### config.mk
export PLATFORM = sky130hd
export DESIGN_NAME = matmul_sequencer
export DESIGN_NICKNAME = d
export VERILOG_FILES = /design/src/rtl/matmul_pkg.sv /design/src/rtl/matmul_sequencer_mac_unit.sv /design/src/rtl/matmul_sequencer.sv
export SDC_FILE = /design/constraint.sdc
export NUM_CORES = 1
export LEC_CHECK = 0
export ABC_CLOCK_PERIOD_IN_PS = 6300
export CORE_MARGIN = 2
export CORE_UTILIZATION = 35
export CTS_CLUSTER_SIZE = 16
export DETAILED_ROUTE_END_ITERATION = 7
export REMOVE_ABC_BUFFERS = 1
export SLEW_MARGIN = 0
export SYNTH_ARGS = -nofsm -noshare
export SYNTH_HDL_FRONTEND = slang
export SYNTH_SLANG_ARGS = --single-unit
### constraint.sdc
create_clock -name clock -period 6.3 [get_ports clock]
set_clock_uncertainty 0.1 [all_clocks]
set_input_delay 0.63 -clock clock [delete_from_list [all_inputs] [get_ports clock]]
set_output_delay 0.63 -clock clock [all_outputs]
set_load 0.1 [all_outputs]
### src/rtl/matmul_pkg.sv
// Shared types for the matrix sequencer: operation codes and FSM states.
package matmul_pkg;

  typedef enum logic [1:0] {
    OP_ADD  = 2'b00,
    OP_SUB  = 2'b01,
    OP_MUL  = 2'b10,
    OP_RSVD = 2'b11
  } op_t;

  typedef enum logic [1:0] {
    IDLE,
    RUN,
    DONE
  } state_t;

endpackage

### src/rtl/matmul_sequencer_mac_unit.sv
// Single multiplier plus accumulate adder for the MUL dot products.
// MATMUL_SATURATE_EN clamps each accumulate step instead of wrapping.
module mac_unit #(
  parameter int WIDTH = 2
) (
  input  logic                 clock,
  input  logic                 rst,
  input  logic                 first,
  input  logic                 en,
  input  logic [WIDTH-1:0]     a,
  input  logic [WIDTH-1:0]     b,
  output logic [2*WIDTH-1:0]   acc,
  output logic [2*WIDTH-1:0]   sum_next
);

  localparam int OUT_W = 2 * WIDTH;

  logic [OUT_W-1:0] r_acc;
  logic [OUT_W-1:0] w_prod;
  logic [OUT_W-1:0] w_base;

  assign w_prod = OUT_W'(a) * OUT_W'(b);
  assign w_base = first ? '0 : r_acc;

`ifdef MATMUL_SATURATE_EN
  logic [OUT_W:0] w_wide;
  assign w_wide   = {1'b0, w_base} + {1'b0, w_prod};
  // Operands are unsigned, so a clamped sum can only stay clamped.
  assign sum_next = w_wide[OUT_W] ? '1 : w_wide[OUT_W-1:0];
`else
  assign sum_next = w_base + w_prod;
`endif

  always_ff @(posedge clock or posedge rst) begin
    if (rst) begin
      r_acc <= '0;
    end else if (en) begin
      r_acc <= sum_next;
    end
  end

  assign acc = r_acc;

endmodule

### src/rtl/matmul_sequencer.sv
// N x N ADD/SUB/MUL sequencer sharing one MAC and one add/sub unit.
// MATMUL_SATURATE_EN selects saturating MUL accumulation.
module matmul_sequencer
  import matmul_pkg::*;
#(
  parameter int WIDTH = 2,
  parameter int N     = 4
) (
  input  logic                       clock,
  input  logic                       rst,
  input  logic                       start,
  input  logic [1:0]                 op,
  input  logic [N*N*WIDTH-1:0]       a_flat,
  input  logic [N*N*WIDTH-1:0]       b_flat,
  output logic [N*N*2*WIDTH-1:0]     c_flat,
  output logic                       busy,
  output logic                       done,
  output logic                       err
);

  localparam int OUT_W = 2 * WIDTH;
  localparam int CW    = $clog2(N);
  localparam logic [CW-1:0] LAST = CW'(N - 1);

  state_t               r_state;
  op_t                  r_op;
  logic [CW-1:0]        r_i, r_j, r_k;
  logic [N*N*WIDTH-1:0] r_a, r_b;
  logic [OUT_W-1:0]     r_cm [N][N];
  logic                 r_busy, r_done, r_err;

  logic [WIDTH-1:0]     w_am [N][N];
  logic [WIDTH-1:0]     w_bm [N][N];
  logic [WIDTH-1:0]     w_a, w_b;
  logic                 w_mul;
  logic [WIDTH:0]       w_sum;
  logic signed [WIDTH:0] w_dif;
  logic [OUT_W-1:0]     w_as;
  logic [OUT_W-1:0]     w_mac;
  logic [OUT_W-1:0]     w_unused_acc;

  always_comb begin
    for (int r = 0; r < N; r++) begin
      for (int c = 0; c < N; c++) begin
        w_am[r][c] = r_a[(r*N+c)*WIDTH +: WIDTH];
        w_bm[r][c] = r_b[(r*N+c)*WIDTH +: WIDTH];
      end
    end
  end

  always_comb begin
    c_flat = '0;
    for (int r = 0; r < N; r++) begin
      for (int c = 0; c < N; c++) begin
        c_flat[(r*N+c)*OUT_W +: OUT_W] = r_cm[r][c];
      end
    end
  end

  // MUL walks A along row i and B down column j; ADD/SUB use (i,j) for both.
  assign w_mul = (r_op == OP_MUL);
  assign w_a   = w_mul ? w_am[r_i][r_k] : w_am[r_i][r_j];
  assign w_b   = w_mul ? w_bm[r_k][r_j] : w_bm[r_i][r_j];

  assign w_sum = {1'b0, w_a} + {1'b0, w_b};
  assign w_dif = signed'({1'b0, w_a} - {1'b0, w_b});
  assign w_as  = (r_op == OP_SUB) ? OUT_W'(w_dif) : OUT_W'(w_sum);

  mac_unit #(.WIDTH(WIDTH)) u_mac (
    .clock    (clock),
    .rst      (rst),
    .first    (r_k == '0),
    .en       ((r_state == RUN) && w_mul),
    .a        (w_a),
    .b        (w_b),
    .acc      (w_unused_acc),
    .sum_next (w_mac)
  );

  always_ff @(posedge clock or posedge rst) begin
    if (rst) begin
      r_state <= IDLE;
      r_op    <= OP_ADD;
      r_i     <= '0;
      r_j     <= '0;
      r_k     <= '0;
      r_a     <= '0;
      r_b     <= '0;
      r_cm    <= '{default: '0};
      r_busy  <= 1'b0;
      r_done  <= 1'b0;
      r_err   <= 1'b0;
    end else begin
      unique case (r_state)
        IDLE: begin
          if (start) begin
            r_a    <= a_flat;
            r_b    <= b_flat;
            r_op   <= op_t'(op);
            r_i    <= '0;
            r_j    <= '0;
            r_k    <= '0;
            r_busy <= 1'b1;
            if (op_t'(op) == OP_RSVD) begin
              r_state <= DONE;
              r_done  <= 1'b1;
              r_err   <= 1'b1;
            end else begin
              r_cm    <= '{default: '0};
              r_state <= RUN;
            end
          end
        end
        RUN: begin
          if (w_mul && (r_k != LAST)) begin
            r_k <= r_k + 1'b1;
          end else begin
            r_k <= '0;
            r_cm[r_i][r_j] <= w_mul ? w_mac : w_as;
            if (r_j == LAST) begin
              r_j <= '0;
              if (r_i == LAST) begin
                r_i     <= '0;
                r_state <= DONE;
                r_done  <= 1'b1;
              end else begin
                r_i <= r_i + 1'b1;
              end
            end else begin
              r_j <= r_j + 1'b1;
            end
          end
        end
        DONE: begin
          r_state <= IDLE;
          r_busy  <= 1'b0;
          r_done  <= 1'b0;
          r_err   <= 1'b0;
        end
        default: r_state <= IDLE;
      endcase
    end
  end

  assign busy = r_busy;
  assign done = r_done;
  assign err  = r_err;

endmodule

* Yosys cells after proc, flatten, opt, wreduce, memory -nomap -nowiden
Cells that the tools add are included.
Word-level totals: word-level logic and storage cells 134, bits in read-only memories 0, bits in latches 0, output and inout bits 67, flip-flop bits (word level) 145, bits of input ports 69, memory bits (writable) 0, memories kept 0
Cells by class: bitwise logic cells 3, $add $sub $neg 6, equality and inequality tests 14, magnitude comparators 5, mux-type cells 60, divide/modulo/power cells 0, $mul 1, reductions and logical operators 18, shift operators 0
Operators with widths (count):
- $mux 64 | 3
- $pmux 64 s2 | 1
- $bwmux 64 | 1
- $bmux 8 s2 | 3
- $mux 8 | 6
- $mux 2 | 22
- $demux 16 s2 | 1
- $bmux 2 s2 | 4
- $mux 16 | 1
- $mux 4 | 4
- $pmux 2 s2 | 4
- $reduce_and 4->1 | 3
- $eq 2x2->1 const B | 5
- $ne 2x2->1 const B | 5
- $ge 3x3->1 const B | 3
- $not 2->3 | 3
- $demux 4 s2 | 1
- $add 2x1->2 const B | 3
- $lt 3x1->1 const B | 2
- $mux 1 | 6
- $reduce_and 2->1 | 3
- $reduce_and 3->1 | 2
- $reduce_and 6->1 | 1
- $add 4x4->4 | 1
- 11 further kinds | 19

* Logic depth before layout (Yosys ltp)
depth in word-level cells 14, depth in mapped cells 17, depth with buffers taken out 13

* By module
A second synthesis with hierarchy kept.
Second synthesis, totals: cells, all modules 598, area total of the unflattened synthesis 7078.0 um2
Modules (own cells, without submodules):
- matmul_sequencer | cells an instance 569, instances 1, area an instance 6764.0 um2, sequential area each 3528.4 um2
- mac_unit | cells an instance 29, instances 1, area an instance 314.1 um2, sequential area each 100.1 um2

* Worst setup path after synthesis
No wires, ideal clock.
path kind reg-to-reg, start point register r_i[0], end point register r_cm, in the netlist c_flat[11], library setup time 0.130 ns, required time 6.070 ns, period minus slack after synthesis 3.868 ns, stages on the path, launching flop included 16, slack 2.432 ns, path buffers 3, arrival time 3.638 ns, path through dfrtp_1 buf_4 buf_6 or2_2 o22ai_1 nor2_1 a31oi_1 o2bb2a_1 fa_1 ha_1 fa_1 xnor2_1 xnor2_1 a21oi_1 clkbuf_1 o2bb2ai_1
Between the ends: word-level cells in the longest chain between the ends 14, elaborated cells between the ends (all ways) 31, classes of those cells 2 x add/sub; 1 x mul; 2 x order compare; 24 x mux; 1 x bitwise; 1 x reduce/logical
Ends and longest elaborated chain:
- start: declaration | RTL line matmul_sequencer.sv:27 | logic [CW-1:0] r_i, r_j, r_k;
- start signal: assignment | RTL line matmul_sequencer.sv:127 | r_i <= r_i + 1'b1;
- $not 2->3 * | RTL line matmul_sequencer.sv:62, matmul_sequencer.sv:63, matmul_sequencer.sv:119
- $bmux 8 s2, on equally long branches | RTL line matmul_sequencer.sv:62, matmul_sequencer.sv:63
- $mux 8, on equally long branches (2 in series) | RTL line matmul_sequencer.sv:62, matmul_sequencer.sv:63
- $bmux 2 s2, on equally long branches | RTL line matmul_sequencer.sv:62, matmul_sequencer.sv:63
- $mux 2, on equally long branches (3 in series) | RTL line matmul_sequencer.sv:62, matmul_sequencer.sv:63
- $mul 2x2->4 / $sub 2x2->3 (equally long branches) | RTL line matmul_sequencer_mac_unit.sv:22, matmul_sequencer.sv:66
- $add 4x4->4 / $mux 4 (equally long branches) | RTL line matmul_sequencer_mac_unit.sv:31, matmul_sequencer.sv:67
- $mux 4 | RTL line matmul_sequencer.sv:119 | r_cm[r_i][r_j] <= w_mul ? w_mac : w_as;
- $bwmux 64 * | RTL line matmul_sequencer.sv:119
- $mux 64 * | RTL line matmul_sequencer.sv:115 | if (w_mul && (r_k != LAST)) begin
- $pmux 64 s2 * | RTL line matmul_sequencer.sv:94 | unique case (r_state)
- end signal: indexed assignment | RTL line matmul_sequencer.sv:119
- end: declaration | RTL line matmul_sequencer.sv:29 | logic [OUT_W-1:0] r_cm [N][N];
Every way passes the cells marked *; elsewhere a longest branch is shown, timed or not. The select of a mux whose other input is x is not followed. A chain may end at the register's enable or synchronous reset.

* Worst setup path after layout
start point register r_j[0], end point register r_cm, in the netlist c_flat[63]
Between the ends: word-level cells in the longest chain between the ends 11, elaborated cells between the ends (all ways) 27, classes of those cells 2 x add/sub; 1 x mul; 2 x order compare; 20 x mux; 1 x bitwise; 1 x reduce/logical
Ends and longest elaborated chain:
- start: declaration | RTL line matmul_sequencer.sv:27
- start signal: assignment | RTL line matmul_sequencer.sv:130 | r_j <= r_j + 1'b1;
- $not 2->3 * | RTL line matmul_sequencer.sv:62, matmul_sequencer.sv:63, matmul_sequencer.sv:119
- $bmux 2 s2, on equally long branches | RTL line matmul_sequencer.sv:62, matmul_sequencer.sv:63
- $mux 2, on equally long branches (3 in series) | RTL line matmul_sequencer.sv:62, matmul_sequencer.sv:63
- $mul 2x2->4 / $sub 2x2->3 (equally long branches) | RTL line matmul_sequencer_mac_unit.sv:22, matmul_sequencer.sv:66
- $add 4x4->4 / $mux 4 (equally long branches) | RTL line matmul_sequencer_mac_unit.sv:31, matmul_sequencer.sv:67
- $mux 4 | RTL line matmul_sequencer.sv:119
- $bwmux 64 * | RTL line matmul_sequencer.sv:119
- $mux 64 * | RTL line matmul_sequencer.sv:115
- $pmux 64 s2 * | RTL line matmul_sequencer.sv:94
Marked as above.

==> impl_metrics.toml <==
[hold_path]
min_from = "c_flat[24]"
hold_path.class = "register to register"

[run]
max-cap-violations = 0

[final_layout]
nNetsFinal = 794
mostFrequentLayoutCell = "dfrtp_1"
layout_common_cells = "145 x dfrtp_1, 135 x clkdlybuf4s50_1, 87 x mux2_2, 64 x o2bb2ai_1, 61 x nand2_1"
drive_gt1_share_pct = 20.5
utilization_pct = 46.7
fin_area_um2 = 9140
area_growth_pct = 29.7
diodes = 0

[pwr]
seq_power_share_pct = 29.0
leakagePower_nw = 3.77
power_density_nw_per_um2 = 569
p_int_mw = 2.83
clockPowerShare_pct = 19.3
p_sw_mw = 2.37
vdd_drop_max_uv = 423
swShare_pct = 45.6
combinationalPowerShare_pct = 51.8

[place]
dpl_cell_area_um2 = 8550
post-place-ws_ns = 1.95
io_buffers = 135
hpwl_mm = 12.9
gp_congestion = 0.909

[global_route]
grt_max_degree = 83
use_met2_pct = 30.0
use_met3_pct = 3.86
met1_usage_pct = 22.3
grt_pass1_vias = 5464
grt_first_pass_wirelength_mm = 29.7
grt.overflow.total = 0
grt_usage_pct = 17.7
grt-busiest-layer = "met2"
antenna_found_initial = 0

[timing]
hold_slack_ns = 0.389
setup_violations = 0
period_minus_slack_ns = 4.34
drv_slew = 0
tightest_slew_ns = 1.10
slew-limit-headroom_pct = 26.4
rsz0062_at_grt = "no"
fin_setup_tns_ns = 0
setup_ws_ns = 1.96
finalHoldViolations = 0
clock.fmax_ghz = 0.230
timing.final.crit_share_pct = 68.9

[setup_path]
crit_path_start = "r_j[0]"
setup.worst_path.end_class = "register"
cp.required_ns = 6.54
critical_path_class = "register to register"
arrival_ns = 4.59
worst_setup_path_start_kind = "register"
worstReg2RegStart = "r_j[0]"
crit_fanout = 28

[floorplan]
dieArea_um2 = 21300
core_um2 = 19600
io_pins = 136
die_h_um = 146
rows = 51
start_util_pct = 36.0
die_x_um = 146

[synthesis]
synthDistinctLibCells = 41
synth-main-ff-cell = "dfrtp_1"
synth_area_um2 = 7050
syn_area_per_cell_um2 = 12.1
yosysSeqAreaShare_pct = 51.5
synth_edf_count = 0
syn_inst = 584
synth_seq_cells = 145
synth_warnings = 0
async_flop_share_pct = 100

[clocking]
clockRootBuffer = "clkbuf_16"
h-tree-depth = 4
clock_path_buffers = 2
clock-sinks = 145
postCtsHoldBufs = 0
insertion_delay_ns = 0.43
postCtsSetupBuffers = 0
numCtsBuffers = 17
cts_resized = 0
clkTransAtPathRegs_ns = 0.06
cts_tree = "yes"

[drt]
route.detailed.drc = 0
drtPass1Iterations = 5
vias = 5070
via_per_inst = 5.16
wl_mm = 18.2
wire_per_inst_um = 18.5
postRouteAntennaNets = 0
drt_iter0_drc = 273

[status]
outcome = "finished clean"
[synthesized netlist by cell type (all sizes together), types with 3 or more instances]
library cell,instances,share of area (%)
and3,3,0.27
nand3,20,1.4
mux2i,11,1.6
nand2,71,4.8
fa,4,1.1
nor3,4,0.28
nor4,3,0.27
o2bb2ai,64,8.0
inv,9,0.48
a211oi,4,0.43
ha,16,2.8
or2,3,0.27
mux2,87,14
a21oi,6,0.43
mux4,4,1.3
o21ai,12,0.85
nor2,22,1.3
nand2b,8,0.71
buf,26,2.7
o22ai,16,1.4
a22oi,5,0.53
dfrtp,145,52
a31oi,3,0.27
clkbuf,14,0.76
nor2b,13,1.2
[routing by layer]
layer | vias up | routed length, um
met5 | - | 0
met4 | 0 | 225
met3 | 17 | 655
met2 | 105 | 9210
met1 | 2583 | 8080
li1 | 2365 | -
[kinds of logic (layout without fill, tap and decap cells)]
group	count (synthesis)	after routing	share of synthesized area, %
compound gates	117	117	12.8
xor+xnor	2	2	0.249
fa+ha+maj	20	20	3.98
buf+inv	49	183	3.92
flops	145	145	51.5
mux	102	102	16.7
simple gates	149	149	10.9
[path summary, 6_finish.rpt]
check	end	slack, ns	cells after the start
min	c_flat[24]	0.39	1
min reg2reg	c_flat[24]	0.39	1
min in group asynchronous	c_flat[40]	0.61	2
max in group asynchronous	r_b[13]	4.19	3
max reg2reg	c_flat[63]	1.96	13
max	c_flat[63]	1.96	13
[flip-flops by register name (all words and copies together) (netlist names)]
signal,cells
u_mac.acc,4
busy,1
r_k,2
err,1
r_j,2
r_state,2
r_b,32
done,1
c_flat,64
r_a,32
r_i,2
r_op,2
[power groups by stage]
stage               Clock (mW)  Sequential [mW]  Combinational (mW)
floorplan                    0             1.84                1.52
global placement             0             1.51                2.63
detailed placement           0             1.52                2.68
CTS                       1.02             1.51                2.70
global route              1.06             1.55                2.90
finish                    1.00             1.51                2.69
[critical path, stage by stage (launching register included)]
cell and delay, ns:
dfrtp_1 1.04, mux2_2 0.44, o22ai_1 0.18, nor2_1 0.08
a31oi_1 0.21, o2bb2a_1 0.28, fa_1 0.49, ha_1 0.22
fa_1 0.38, xnor2_1 0.15, xnor2_1 0.20, a21oi_1 0.09
buf_4 0.24, o2bb2ai_1 0.16
[per-stage QoR]
step / power, mW / instances
6_report: 5.20 / 983
3_5_place_dp: 4.20 / 951
3_3_place_gp: 4.14 / 951
2_1_floorplan: 3.37 / 544
4_1_cts: 5.22 / 983
5_1_grt: 5.52 / 983
[final cells by class]
| cell class | instances | area [um2] |
|---|---|---|
| multi-input combinational | 390 | 3150 |
| inverter | 9 | 38.8 |
| timing repair buffer | 142 | 1400 |
| clock inverter | 12 | 131 |
| clock buffer | 20 | 457 |
| fill | 1821 | 10500 |
| sequential | 145 | 3630 |
| tap | 265 | 332 |
Note: power is estimated with default switching activity, not from simulation.
